===== src/rtl/syst_pkg.sv =====
// Shared types and saturation-bound helpers for the double-buffered systolic node.
package syst_pkg;

  typedef enum logic [1:0] {
    W_EMPTY  = 2'd0,
    W_SHADOW = 2'd1,
    W_ACTIVE = 2'd2,
    W_BOTH   = 2'd3
  } wstate_t;

  localparam int MAX_PS = 64;

  // Largest representable value: 0111..1 when signed, all ones when unsigned.
  function automatic logic [MAX_PS-1:0] sat_hi(input int w, input bit s);
    logic [MAX_PS-1:0] r;
    r = '0;
    for (int i = 0; i < MAX_PS; i++)
      if (i < w - int'(s)) r[i] = 1'b1;
    return r;
  endfunction

  function automatic logic [MAX_PS-1:0] sat_lo(input int w, input bit s);
    logic [MAX_PS-1:0] r;
    r = '0;
    for (int i = 0; i < MAX_PS; i++)
      if (s && i == w - 1) r[i] = 1'b1;
    return r;
  endfunction

endpackage


===== src/rtl/syst_mac_sat.sv =====
// Multiply-accumulate with optional product register, saturating add and overflow pulse.
module syst_mac_sat
  import syst_pkg::*;
#(
  parameter int W_WIDTH   = 8,
  parameter int X_WIDTH   = 8,
  parameter int PS_WIDTH  = 24,
  parameter int SIGNED    = 1,
  parameter int SATURATE  = 1,
  parameter int MULT_PIPE = 0
) (
  input  logic                clk_i,
  input  logic                rst_i,
  input  logic                valid_i,
  input  logic [X_WIDTH-1:0]  x_i,
  input  logic [W_WIDTH-1:0]  w_i,
  input  logic [PS_WIDTH-1:0] psum_i,
  output logic                valid_o,
  output logic [PS_WIDTH-1:0] psum_o,
  output logic                ovf_o
);

  localparam int STAGES = 1 + MULT_PIPE;
  localparam int PW     = W_WIDTH + X_WIDTH;
  localparam int EW     = PS_WIDTH + 1;
  localparam bit SGN    = (SIGNED != 0);
  localparam logic [PS_WIDTH-1:0] SAT_HI = PS_WIDTH'(sat_hi(PS_WIDTH, SGN));
  localparam logic [PS_WIDTH-1:0] SAT_LO = PS_WIDTH'(sat_lo(PS_WIDTH, SGN));

  logic [STAGES:0]     vld_pipe;
  logic [PW-1:0]       prod;
  logic [PW-1:0]       prod_a;
  logic [PS_WIDTH-1:0] psum_a;
  logic                vld_a;
  logic [EW-1:0]       sum;
  logic                ovf_raw;
  logic [PS_WIDTH-1:0] res;
  logic [PS_WIDTH-1:0] psum_q;

  assign vld_pipe[0] = valid_i;

  always_ff @(posedge clk_i) begin
    if (rst_i) vld_pipe[STAGES:1] <= '0;
    else       vld_pipe[STAGES:1] <= vld_pipe[STAGES-1:0];
  end

  generate
    if (SIGNED != 0) begin : g_smul
      assign prod = PW'($signed(x_i)) * PW'($signed(w_i));
    end else begin : g_umul
      assign prod = PW'(x_i) * PW'(w_i);
    end

    if (MULT_PIPE != 0) begin : g_pipe
      logic [PW-1:0]       prod_q;
      logic [PS_WIDTH-1:0] pin_q;
      always_ff @(posedge clk_i) begin
        if (rst_i) begin
          prod_q <= '0;
          pin_q  <= '0;
        end else if (valid_i) begin
          prod_q <= prod;
          pin_q  <= psum_i;
        end
      end
      assign prod_a = prod_q;
      assign psum_a = pin_q;
      assign vld_a  = vld_pipe[1];
    end else begin : g_nopipe
      assign prod_a = prod;
      assign psum_a = psum_i;
      assign vld_a  = valid_i;
    end
  endgenerate

  // One guard bit above PS_WIDTH: its disagreement with the top bit (signed) or
  // its presence (unsigned) is the overflow condition.
  always_comb begin
    sum     = {SGN & psum_a[PS_WIDTH-1], psum_a}
            + {{(EW-PW){SGN & prod_a[PW-1]}}, prod_a};
    ovf_raw = SGN ? (sum[EW-1] ^ sum[PS_WIDTH-1]) : sum[EW-1];
    res     = sum[PS_WIDTH-1:0];
    if (SATURATE != 0 && ovf_raw)
      res = (SGN && sum[EW-1]) ? SAT_LO : SAT_HI;
  end

  always_ff @(posedge clk_i) begin
    if (rst_i)      psum_q <= '0;
    else if (vld_a) psum_q <= res;
  end

  assign psum_o  = psum_q;
  assign valid_o = vld_pipe[STAGES];
  assign ovf_o   = vld_a & ovf_raw;

endmodule


===== src/rtl/syst_node_db.sv =====
// Weight-stationary PE with shadow weight chain, propagated swap and sticky overflow.
module syst_node_db
  import syst_pkg::*;
#(
  parameter int W_WIDTH   = 8,
  parameter int X_WIDTH   = 8,
  parameter int PS_WIDTH  = 24,
  parameter int SIGNED    = 1,
  parameter int SATURATE  = 1,
  parameter int MULT_PIPE = 0
) (
  input  logic                clk_i,
  input  logic                rst_i,
  input  logic                w_valid_i,
  input  logic [W_WIDTH-1:0]  w_i,
  output logic                w_valid_o,
  output logic [W_WIDTH-1:0]  w_o,
  input  logic                swap_i,
  output logic                swap_o,
  input  logic                valid_i,
  input  logic [X_WIDTH-1:0]  x_i,
  input  logic [PS_WIDTH-1:0] psum_i,
  output logic                valid_o,
  output logic [X_WIDTH-1:0]  x_o,
  output logic [PS_WIDTH-1:0] psum_o,
  input  logic                clr_ovf_i,
  output logic                ovf_o,
  output logic [1:0]          wstate_o
);

  generate
    if (PS_WIDTH < W_WIDTH + X_WIDTH + 1) begin : g_bad_width
      $error("syst_node_db: PS_WIDTH too small for W_WIDTH+X_WIDTH+1");
    end
  endgenerate

  wstate_t            wst_q;
  logic [W_WIDTH-1:0] shadow_q, active_q, w_o_q;
  logic [X_WIDTH-1:0] x_q;
  logic               w_vld_q, swap_q, ovf_q;
  logic               shadow_v, active_v, mac_ovf;
  logic [W_WIDTH-1:0] w_eff;

  assign shadow_v = wst_q[0];
  assign active_v = wst_q[1];
  assign w_eff    = active_v ? active_q : '0;

  // A swap commits the pre-edge shadow, so a same-cycle push lands behind it.
  always_ff @(posedge clk_i) begin
    if (rst_i) begin
      wst_q    <= W_EMPTY;
      shadow_q <= '0;
      active_q <= '0;
      w_o_q    <= '0;
      w_vld_q  <= 1'b0;
      swap_q   <= 1'b0;
      x_q      <= '0;
      ovf_q    <= 1'b0;
    end else begin
      w_vld_q <= w_valid_i;
      swap_q  <= swap_i;
      ovf_q   <= (ovf_q & ~clr_ovf_i) | mac_ovf;
      if (valid_i) x_q <= x_i;
      if (w_valid_i) begin
        shadow_q <= w_i;
        w_o_q    <= shadow_q;
      end
      if (swap_i && shadow_v) begin
        active_q <= shadow_q;
        wst_q    <= w_valid_i ? W_BOTH : W_ACTIVE;
      end else if (w_valid_i) begin
        wst_q    <= active_v ? W_BOTH : W_SHADOW;
      end
    end
  end

  syst_mac_sat #(
    .W_WIDTH  (W_WIDTH),
    .X_WIDTH  (X_WIDTH),
    .PS_WIDTH (PS_WIDTH),
    .SIGNED   (SIGNED),
    .SATURATE (SATURATE),
    .MULT_PIPE(MULT_PIPE)
  ) u_mac (
    .clk_i  (clk_i),
    .rst_i  (rst_i),
    .valid_i(valid_i),
    .x_i    (x_i),
    .w_i    (w_eff),
    .psum_i (psum_i),
    .valid_o(valid_o),
    .psum_o (psum_o),
    .ovf_o  (mac_ovf)
  );

  assign w_valid_o = w_vld_q;
  assign w_o       = w_o_q;
  assign swap_o    = swap_q;
  assign x_o       = x_q;
  assign ovf_o     = ovf_q;
  assign wstate_o  = wst_q;

endmodule


===== config.mk =====
export PLATFORM = sky130hd
export DESIGN_NAME = syst_node_db
export DESIGN_NICKNAME = d
export VERILOG_FILES = /design/src/rtl/syst_pkg.sv /design/src/rtl/syst_mac_sat.sv /design/src/rtl/syst_node_db.sv
export SDC_FILE = /design/constraint.sdc
export NUM_CORES = 1
export LEC_CHECK = 0
export CAP_MARGIN = 25
export CORE_ASPECT_RATIO = 0.8
export CORE_MARGIN = 10
export CORE_UTILIZATION = 55
export CTS_CLUSTER_SIZE = 8
export DETAILED_ROUTE_END_ITERATION = 16
export HOLD_SLACK_MARGIN = 0.03
export PLACE_DENSITY = 0.89
export RECOVER_POWER = 100
export SLEW_MARGIN = 40
export SYNTH_ARGS = -nofsm -noshare
export SYNTH_HDL_FRONTEND = slang
export SYNTH_SLANG_ARGS = --single-unit

===== constraint.sdc =====
create_clock -name clk_i -period 13.8 [get_ports clk_i]
set_input_delay 4.14 -clock clk_i [delete_from_list [all_inputs] [get_ports clk_i]]
set_output_delay 4.14 -clock clk_i [all_outputs]
set_load 0.02 [all_outputs]

---- Word-level counts from Yosys, hierarchy flattened ----
Cells that the tools add are included.
storage, ports and cells
  register bits ........................... 62
  bits of input ports ..................... 46
  word-level logic and storage cells ...... 26
cells by class
  add/subtract/negate cells ............... 1
  $mul .................................... 1
  mux-type cells .......................... 7
  bitwise logic cells ..................... 5
  reduce and logical (&&, ||, !) cells .... 2
operators with widths
  operator                    number
  two-way mux 24 bit          2
  adder 24 x 16 -> 25 bit     1
  multiplier 8 x 8 -> 16 bit  1
  two-way mux 8 bit           1
  two-way mux 2 bit           3
  AND 1 bit                   2
  nonzero test 2 bit          1
  logical AND 1 bit           1
  two-way mux 1 bit           1
  NOT 1 bit                   1
  OR 1 bit                    1
  XOR 1 bit                   1

---- Logic depth before layout (Yosys ltp) ----
  depth in word-level cells ............... 6
  depth in mapped cells ................... 24

---- Hierarchy ----
Synthesis repeated with hierarchy kept, for this count alone.
second synthesis, totals
  cell total of the unflattened synthesis .. 696
  area, all modules ....................... 7154.4 sq um
by module, submodules not included
  module        instances  cells each  area an instance (sq um)  seq. area each (sq um)
  syst_mac_sat  1          558         5728.0                    500.5
  syst_node_db  1          138         1426.4                    740.7

---- Least setup slack after synthesis ----
Ideal clock, no wire load.
  kind .................................... input-to-reg
  start ................................... in x_i[7]
  end ..................................... reg u_mac.psum_q[5], in the netlist u_mac.psum_o[5]
  library setup time ...................... 0.141 ns
  arrival ................................. 9.766 ns
  required time ........................... 13.659 ns
  path slack .............................. 3.893 ns
  stages .................................. 20
  path through ............................ and3_1 inv_1 fa_1 inv_1 fa_1 fa_1 fa_1 inv_1 fa_1 inv_1 ha_1 o211ai_1 o211ai_2 a221oi_4 o21ai_2 and4_2 nor3_4 buf_6 maj3_2 a211oi_2
between the ends
  longest elaborated chain between the ends .. 4
  elaborated cells between the ends (all ways) .. 5
RTL lines
  what                                                    RTL line                                RTL
  from (decl)                                             syst_node_db.sv:21                      input logic [X_WIDTH-1:0] x_i,
  multiplier 8 x 8 -> 16 bit (*)                          syst_mac_sat.sv:49                      assign prod = PW'($signed(x_i)) * PW'($signed(w_i));
  adder 24 x 16 -> 25 bit (*)                             syst_mac_sat.sv:80                      + {{(EW-PW){SGN & prod_a[PW-1]}}, prod_a};
  two-way mux 24 bit / XOR 1 bit (equally long branches)  syst_mac_sat.sv:84, syst_mac_sat.sv:81
  two-way mux 24 bit (*)                                  syst_mac_sat.sv:83                      if (SATURATE != 0 && ovf_raw)
  to (signal assigned)                                    syst_mac_sat.sv:89                      else if (vld_a) psum_q <= res;
  to (decl)                                               syst_mac_sat.sv:38                      logic [PS_WIDTH-1:0] psum_q;
Mark *: on every way between the ends. The rest lies on a longest branch, timed or not.
A chain may end at the register's enable or synchronous reset.

---- Final worst setup path ----
  start ................................... in x_i[7]
  end ..................................... reg u_mac.psum_q[15], in the netlist u_mac.psum_o[15]
Same word-level chain as after synthesis.

==> summary by stage <==
Run status
The checks that failed: capacitance limit, slew limit. The run finished, with violations left.

Die
The total I/O pin count is 92. The number of core rows is 36. The floorplan step defined a die boundary enclosing 17600 sq um. The die width is 146 um. The initial core utilization is 56.7%. The placeable core region is 12300 sq um. The die is 121 um tall.

Power
The share of power burned in the clock network is 38.5%. The net switching fraction of the power is 31.1%. IR analysis of the VDD net gives a maximum drop of 0.0720 mV. The power per cell area is 65.5 nW/um^2. Sequential cells burn 36.8% of the power. The static leakage is 0.00408 uW. The cell-internal power is 371 uW. The relative contribution of combinational cells to total power is 24.7%. The net load switching power is 168 uW. The total power of the final layout is 538 uW.

Detailed routing
In the routed design, unresolved DRC markers number 0. The violation count after the first detailed-routing iteration is 328. Routed signal wires occupy layers up through met4. After detailed routing, the average wire length per cell comes to 17.1 um. In the detailed route, the total length drawn on met2 is 7620 um. The routed wire length is 16400 um. For this block, wires on met1 add up to 7220 um. The final antenna-violating net count is 0. The number of detailed-routing iterations run before antenna repair is 5. The routed design uses 1340 um of met3 wire. Dividing the detail-routed via count by the number of cells gives 5.45.

The overall via count from detail_route is 5213.

CTS
The post-CTS setup buffer count is 0. In this run the deepest clock path goes through 2 buffers. The H-tree depth is 3. The number of buffers inserted for hold repair after clock tree synthesis is 0. The clock tree root buffer cell is clkbuf_16. The number of buffers created by CTS is 9.

For the worst-skew pair, the clock arrives at the later sink with an insertion delay of 0.34 ns. After clock tree synthesis, the repair step resized 0 gates. Counting every sink on the clock net gives 62. The clock edge transition at the registers on the reported setup and hold paths is 0.06 ns. TritonCTS built the clock tree.

Worst setup path
The cell repeated most along the worst path is fa_1. The reg-to-reg setup timing slack is 4.92 ns. STA classifies the critical path startpoint as a primary input. STA classifies the critical path endpoint as a register. The startpoint-to-endpoint class of the critical path is primary input to register. The critical path goes through dlygate4sd3_1 -> nand3_1 -> fa_1 -> fa_1 -> inv_1 -> fa_1 -> inv_1 -> fa_1 -> inv_1 -> ha_1 -> ha_1 -> a21oi_1 -> o21bai_1 -> and2_0 -> o21ai_0 -> o311ai_0 -> nor3_1 -> clkbuf_1 -> clkbuf_1 -> maj3_1 -> a211oi_2. The largest individual stage delay along the critical path comes from the cell fa_1. The peak fanout along the critical path is 10. The peak per-stage delay on the critical path is 0.76 ns. For the worst setup path, the data arrival time is 11.48 ns. At the worst endpoint, the required time is 13.87 ns.

Timing
At the pin with the least slew margin, the transition time is 3.13 ns. For the final database, setup skew stands at 0.00549 ns. Measured against its own limit, the worst slew margin works out to -109%. Setup repair after global routing left no endpoint under its margin. The part of the cycle the worst path needs is 82.7%. The final count of hold timing violations is 0. The clock period minus final worst setup slack is 11.41 ns.

The highest attainable clock frequency is 0.0876 GHz. The number of pins exceeding their max-slew limit in the final report is 112. The aggregate negative setup slack is 0 ns.

Setup violations remaining at the end of the flow were counted as 0.

Layout
The most common library cell in the layout ignoring fill and taps is inv_1. In the layout the commonest cells are inv_1 (119), fa_1 (108), nor2_1 (63). The area growth from synthesis to layout is 17.8%. The number of diodes is 0. The post-route netlist has 7.38% of its cells at a drive strength greater than 1. The total number of nets in the final design is 991. Fill cells in the final layout number 913.

Logic synthesis
Ranked by total cell area, the synthesized netlist is headed by fa_1 (31%), dfxtp_1 (18%), ha_1 (10%), inv_1 (6.4%), mux2i_1 (3.7%). The register area share after synthesis is 17.8%. The per-instance average area after synthesis is 9.90 sq um. Synthesis inferred 62 register bits. The number of enable flip-flop cells after synthesis is 0.

The synthesized net count is 914. The most instantiated flip-flop cell in the synthesis netlist is dfxtp_1. In the synthesized netlist, the number of instances is 704.

Summed over its instances, the top area cell type makes up 31.0% of the synthesized netlist area. The area of the mapped netlist is 6970 sq um. The synthesized netlist contains 54 unique library cells. The cell type contributing the most total cell area after synthesis is fa_1. The number of synthesis warnings is 0. In the synthesized netlist the async set-or-reset flop fraction comes to 0%.

Placed design
The congestion estimate from routability-driven global placement came to 0.895. Input and output buffers added on the ports amount to 91. The placed wire-length estimate is 12900 um.

GRT
Global routing used 19.1% of the available tracks across all layers. Entering global routing, the biggest net connects 63 pins. The initial antenna violation count came to 0.

For this run the aggregate overflow at the end of global routing stands at 0. The number of global-route vias before repair is 5435. The first global-routing pass estimated 27600 um of wire.

Hold path
The worst hold path class is register to register.

Flow run
Max-cap violations in this run came to 2.
==> layer usage <==
metal	vias to the layer above	track usage, %
met4	0	4.48
met1	2527	25.0
met2	223	30.2
met3	17	6.08
met5	-	0
li1	2446	-
==> Yosys cell counts, types with 4 or more instances <==
library cell	number
a211oi_1	6
a211oi_2	18
a21o_1	11
a21oi_1	26
and3_1	34
clkbuf_1	23
dfxtp_1	62
fa_1	108
ha_1	56
inv_1	119
maj3_1	6
maj3_2	17
mux2i_1	26
nand2_1	26
nand3_1	22
nor2_1	63
nor3_1	4
o21bai_1	4
or2_2	4
xnor2_1	13
xor2_1	8
==> stage by stage <==
| stage | cells | instance area [sq um] | util, % | setup slack [ns] | hold slack (ns) |
|---|---|---|---|---|---|
| final | 957 | 8210 | 66.8 | 2.39 | 0.471 |
| after floorplan | 704 | 6970 | - | 3.89 | 0.437 |
| after detailed placement | 941 | 7990 | 65.0 | 3.29 | 0.457 |
| after global placement | 939 | 7970 | 64.8 | 2.88 | 0.458 |
| after CTS | 957 | 8260 | 67.2 | 3.62 | 0.465 |
| after global routing | 957 | 8210 | 66.8 | 1.94 | 0.504 |
==> critical path: cells and delay by family <==
kind,cells,cell delay [ns]
AO/OA/AOI/OAI,5,0.72
adder cells (fa/ha/maj),7,3.51
buffers and inverters,6,1.95
AND/OR/NAND/NOR,3,1.15
==> logic make-up after synthesis <==
group                      count (synthesis)  share of synthesized area [%]
adders and majority gates                187                           44.7
and+or+nand+nor                          170                           12.1
xor gates and xnor gates                  22                           2.87
AOI/OAI and AO/OA                         86                           10.1
muxes                                     27                           3.90
DFF                                       62                           17.8
buffers and inverters                    150                           8.49
==> state kept, by name, indices dropped and copies added, names as in the netlist <==
register,cells
wstate_o,2
active_q,8
w_o,8
shadow_q,8
u_mac.valid_o,1
u_mac.psum_o,24
swap_o,1
w_valid_o,1
ovf_o,1
x_o,8
==> path summary, 6_finish.rpt <==
path | endpoint | startpoint | depth (start not counted)
setup / recovery | u_mac.psum_o[15] | x_i[7] | 21
hold / removal | active_q[7] | active_q[7] | 2
setup reg to reg | u_mac.psum_o[15] | wstate_o[1] | 22
hold reg to reg | active_q[7] | active_q[7] | 2
==> power groups by stage <==
stage	combinational (uW)	sequential (uW)	clock, uW
2_1_floorplan	75.5	211	0
3_3_place_gp	133	202	0
3_5_place_dp	138	202	0
4_1_cts	140	198	210
5_1_grt	146	199	217
6_report	133	198	207
==> final cells by class <==
cell class | instances | area (sq um) | share of cell area, %
clock buffers | 9 | 225 | 2.74
clock inverters | 7 | 50.0 | 0.609
inverters | 119 | 447 | 5.44
multi-input cells | 492 | 5110 | 62.2
flip-flops and latches | 62 | 1240 | 15.1
well taps | 171 | 214 | 2.61
repair buffers | 97 | 928 | 11.3
(Power assumes the default switching activity.)
